**src/rtl/instr_fetch_unit.sv**
```systemverilog
// Instruction fetch: validates pc, reads one word from instruction memory, latches it into ir.
// Latency: 2 cycles start-to-done with zero-wait memory; errors report 1 cycle after start.
// Backpressure: mem_req holds until mem_ready or TIMEOUT cycles; fetch_start is ignored while busy.
module instr_fetch_unit #(
    parameter int          ADDR_W      = 8,
    parameter int          TIMEOUT     = 16,
    parameter logic [31:0] RESET_INSTR = 32'h0000_0013
) (
    input  logic              clk,
    input  logic              arst_n,
    input  logic              fetch_start,
    input  logic [31:0]       pc,
    output logic              mem_req,
    output logic [ADDR_W-1:0] mem_addr,
    input  logic              mem_ready,
    input  logic [31:0]       mem_rdata,
    output logic [31:0]       ir,
    output logic [31:0]       pc_q,
    output logic              fetch_done,
    output logic              fetch_err,
    output logic [1:0]        err_code,
    output logic              busy
);

    localparam int CNT_W = (TIMEOUT > 1) ? $clog2(TIMEOUT) : 1;
    localparam logic [CNT_W-1:0] CNT_LAST = CNT_W'(TIMEOUT - 1);

    typedef enum logic [1:0] {S_IDLE, S_WAIT, S_DONE, S_ERR} state_t;

    state_t            state, state_nxt;
    logic [CNT_W-1:0]  cnt, cnt_nxt;
    logic [31:0]       pc_lat, pc_lat_nxt;
    logic              mem_req_nxt;
    logic [ADDR_W-1:0] mem_addr_nxt;
    logic [31:0]       ir_nxt, pc_q_nxt;
    logic              fetch_done_nxt, fetch_err_nxt;
    logic [1:0]        err_code_nxt;

    always_comb begin
        state_nxt      = state;
        cnt_nxt        = cnt;
        pc_lat_nxt     = pc_lat;
        mem_req_nxt    = mem_req;
        mem_addr_nxt   = mem_addr;
        ir_nxt         = ir;
        pc_q_nxt       = pc_q;
        err_code_nxt   = err_code;
        fetch_done_nxt = 1'b0;
        fetch_err_nxt  = 1'b0;
        case (state)
            S_IDLE: begin
                if (fetch_start) begin
                    if (pc[1:0] != 2'b00) begin
                        state_nxt     = S_ERR;
                        err_code_nxt  = 2'd1;
                        fetch_err_nxt = 1'b1;
                    end else if ((pc >> (ADDR_W + 2)) != 32'd0) begin
                        state_nxt     = S_ERR;
                        err_code_nxt  = 2'd2;
                        fetch_err_nxt = 1'b1;
                    end else begin
                        state_nxt    = S_WAIT;
                        mem_req_nxt  = 1'b1;
                        mem_addr_nxt = pc[ADDR_W+1:2];
                        pc_lat_nxt   = pc;
                        cnt_nxt      = '0;
                    end
                end
            end
            S_WAIT: begin
                // A ready on the final allowed cycle still completes the fetch.
                if (mem_ready) begin
                    state_nxt      = S_DONE;
                    ir_nxt         = mem_rdata;
                    pc_q_nxt       = pc_lat;
                    mem_req_nxt    = 1'b0;
                    err_code_nxt   = 2'd0;
                    fetch_done_nxt = 1'b1;
                end else if (cnt == CNT_LAST) begin
                    state_nxt     = S_ERR;
                    mem_req_nxt   = 1'b0;
                    err_code_nxt  = 2'd3;
                    fetch_err_nxt = 1'b1;
                end else begin
                    cnt_nxt = cnt + CNT_W'(1);
                end
            end
            S_DONE:  state_nxt = S_IDLE;
            S_ERR:   state_nxt = S_IDLE;
            default: state_nxt = S_IDLE;
        endcase
    end

    always_ff @(posedge clk) begin
        if (!arst_n) begin
            state      <= S_IDLE;
            cnt        <= '0;
            pc_lat     <= 32'd0;
            mem_req    <= 1'b0;
            mem_addr   <= '0;
            ir         <= RESET_INSTR;
            pc_q       <= 32'd0;
            fetch_done <= 1'b0;
            fetch_err  <= 1'b0;
            err_code   <= 2'd0;
            busy       <= 1'b0;
        end else begin
            state      <= state_nxt;
            cnt        <= cnt_nxt;
            pc_lat     <= pc_lat_nxt;
            mem_req    <= mem_req_nxt;
            mem_addr   <= mem_addr_nxt;
            ir         <= ir_nxt;
            pc_q       <= pc_q_nxt;
            fetch_done <= fetch_done_nxt;
            fetch_err  <= fetch_err_nxt;
            err_code   <= err_code_nxt;
            busy       <= (state_nxt != S_IDLE);
        end
    end

endmodule

```
**config.mk**
```make
export PLATFORM = sky130hd
export DESIGN_NAME = instr_fetch_unit
export DESIGN_NICKNAME = d
export VERILOG_FILES = /design/src/rtl/instr_fetch_unit.sv
export SDC_FILE = /design/constraint.sdc
export NUM_CORES = 1
export LEC_CHECK = 0
export CAP_MARGIN = 20
export CELL_PAD_IN_SITES_DETAIL_PLACEMENT = 0
export CELL_PAD_IN_SITES_GLOBAL_PLACEMENT = 1
export CORE_MARGIN = 2
export CORE_UTILIZATION = 34
export DETAILED_ROUTE_END_ITERATION = 7
export HOLD_SLACK_MARGIN = 0.05
export PLACE_DENSITY_LB_ADDON = 0.1
export RECOVER_POWER = 25
export SLEW_MARGIN = 20
export SYNTH_ARGS = -nofsm -noshare
export SYNTH_HDL_FRONTEND = slang
export SYNTH_SLANG_ARGS = --single-unit
```
**constraint.sdc**
```tcl
create_clock -name clk -period 2.3 [get_ports clk]
set_input_delay 0.23 -clock clk [delete_from_list [all_inputs] [get_ports clk]]
set_output_delay 0.23 -clock clk [all_outputs]
set_load 0.05 [all_outputs]
```
==> metrics.md <==
| Metric | Value |
|---|---|
| Via Count | 3208 |
| GR Util All Layers | 15.2% |
| Status | complete, no violations |
| Starting Density | 35.3% |
| CP Data Required Time | 2570 ps |
| Seq/Total Area, Yosys | 56.0% |
| Num rows | 38 |
| Area Growth Syn to Fin | 45.9% |
| Final min period | 1910 ps |
| PortBufs | 145 |
| Sequential cell area | 2160 um2 |
| Dpl hpwl | 6.48 mm |
| Hold depth | 3 |
| Final RePlAce weighted congestion | 0.759 |
| RSZ-0062 raised after global routing | no |
| IO Pins | 146 |
| MaxCap Viol Count | 0 |
| Largest net degree at the start of global routing | 44 |
| Min-Delay Path Class | input port to flop |
| Ant. Diodes | 0 |
| Pwr Density | 685 nW/um2 |
| Most frequent cells in the layout | nand2_1 (136), clkdlybuf4s50_1 (118), dfxtp_1 (108) |
| R2R setup slack | 460 ps |
| Worst-path clk slew | 80 ps |
| First-pass GRT wire length | 15.4 mm |
| Top_reg_cell synth | dfxtp_1 |
| Ys async rst share | 0% |
| Num CTS Buffers | 9 |
| Antenna-violating nets left | 0 |
| Synthesized area per cell | 8.81 um2 |
| Gate Count Post-Synth | 438 |
| Residual DRC | 0 |
| Root Buffer | clkbuf_16 |
| Die H | 111 um |
| Commonest non-fill, non-tap cell in the layout | nand2_1 |
| Hold Vio Cnt, Final | 0 |
| Post-CTS Resized | 0 |
| Share of cells above drive strength 1 | 8.90% |
| Netlist Area Pre-Place | 3860 um2 |
| Clock tree from TritonCTS | done |
| First DRT Iteration DRCs | 136 |
| Worst EP arrival | 2170 ps |
| Synth Register Bits | 108 |
| Post CTS Setup Buffer Count | 0 |
| Worst Path Max Fanout | 3 |
| Die area | 12200 um2 |
| Vias per cell | 4.50 |
| Clock latency at the later pin of the worst-skew pair | 330 ps |
| Lkg Pwr | 2.06 nW |
| Crit end category | flop |
| Final net count | 637 |
| Post-synth top area cell | dfxtp_1 |
| Die width | 111 um |
| Count of final max-slew check failures | 0 |
| Least-Margin Pin Slew | 918 ps |
| Post-route cell area | 5630 um2 |
| Warnings from Yosys | 0 |
| Reg2Reg Depth | 5 |
| Placed inst area | 5370 um2 |
| Setup ws final | 393 ps |
| Netlist cell types | 37 |
| Initial antenna violation count | 0 |
| Final WL | 9.28 mm |
| Startpoint Class | input port |
| Top cell type's share of synthesized area | 56.0% |
| Post-Synthesis Net Count | 507 |
| Critical Path Start | pc[26] |
| Post-Route Skew | 6.57 ps |
| CTS Hold Bufs | 0 |
| Maximum clock insertion buffer count | 2 |
| Final period utilization | 82.9% |
| Worst setup path class | input port to flop |
| Vias in the first global route | 3082 |
| Worst R2R End | ir[8]$_SDFFE_PN0P_ |
| Worst Hold Launch | mem_rdata[16] |
| Slew margin rel. | 38.8% |
| Clock Sinks | 108 |
| Peak VDD IR | 0.000329 V |
| FF-to-FF Start | state[0]$_SDFF_PN0_ |
| FMAX | 524 MHz |
| Dominant cells by area after synthesis | dfxtp_1 (56%), nand2_1 (13%), a21oi_1 (8.3%) |
| Wire per inst | 13.0 um |
| # setup viols final | 0 |
| CP endpoint | err_code[0]$_SDFFE_PN0P_ |
| Setup TNS | 0 ps |
| Grt ovf | 0 |
| Fillcell total | 1055 |
| Pre-CTS setup slack | 48.9 ps |
| # H-tree levels | 3 |
| Core region area | 10900 um2 |
| Post-synth EDFFs | 0 |
| Initial DRT Pass Iterations | 4 |
| Multi-input logic area | 1480 um2 |
[kinds of logic after synthesis]
logic type / after synthesis / synth area share [%]
muxes: 10 / 2.59
AOI/OAI and AO/OA: 79 / 11.5
DFF: 108 / 56.0
and+or+nand+nor: 202 / 24.1
adders and majority gates: 1 / 0.324
buffers and inverters: 38 / 5.41
[state kept, by name (all words and copies together) (netlist names)]
register	count
fetch_err	1
pc_lat	25
busy	1
mem_addr	7
mem_req	1
cnt	4
fetch_done	1
state	2
err_code	2
pc_q	32
ir	32
[layer usage]
layer  vias to the layer above  global-route usage (%)  wire (um)
met2                        73                    24.6       4270
li1                       1687                       -          -
met4                         0                    5.08        104
met1                      1438                    19.8       4440
met5                         -                       0          0
met3                        10                    3.68        463
[where the power goes]
part / switching, mW / internal (mW)
clock network: 0.732 / 0.766
registers: 0.0205 / 1.90
logic: 0.246 / 0.186
[synth_stat cells, drive strengths merged (2+ instances only)]
| cell | instances |
|---|---|
| mux2i | 10 |
| nand3 | 9 |
| nor4 | 6 |
| inv | 3 |
| and2 | 27 |
| o21ai | 6 |
| dfxtp | 108 |
| buf | 25 |
| nor2 | 16 |
| clkbuf | 10 |
| nor3 | 2 |
| nand2 | 137 |
| a21oi | 65 |
[area by class of cell]
cell class	count	area share [%]
repair buffers	154	26.8
flip-flops and latches	108	38.4
well taps	140	3.11
multi-input cells	292	26.3
clock buffers	9	4.00
inverters	3	0.200
clock inverters	7	1.18
[metrics by stage]
| step | std cells | util, % | hold WS, ps | total power [mW] |
|---|---|---|---|---|
| after floorplan | 438 | - | 354 | 2.20 |
| after global placement | 697 | 49.1 | 441 | 2.41 |
| after detailed placement | 697 | 49.1 | 438 | 2.41 |
| after CTS | 713 | 51.7 | 426 | 3.92 |
| after global routing | 713 | 51.5 | 433 | 4.03 |
| final | 713 | 51.5 | 435 | 3.85 |
[how the worst min path moves through the flow]
stage	slack [ps]	to
after floorplan	350	ir[0]$_SDFFE_PN1P_
after global placement	440	err_code[1]$_SDFFE_PN0P_
after detailed placement	440	pc_q[10]$_SDFFE_PN0P_
after CTS	430	ir[16]$_SDFFE_PN0P_
after global routing	430	ir[25]$_SDFFE_PN0P_
final	430	ir[16]$_SDFFE_PN0P_
[worst max-delay path, cell delays in order]
cell and delay (ps):
clkdlybuf4s50_1 410, nor4_1 320, nand3_1 160, or3_1 420, o21ai_0 400, mux2i_1 230
(Power assumes the default switching activity.)
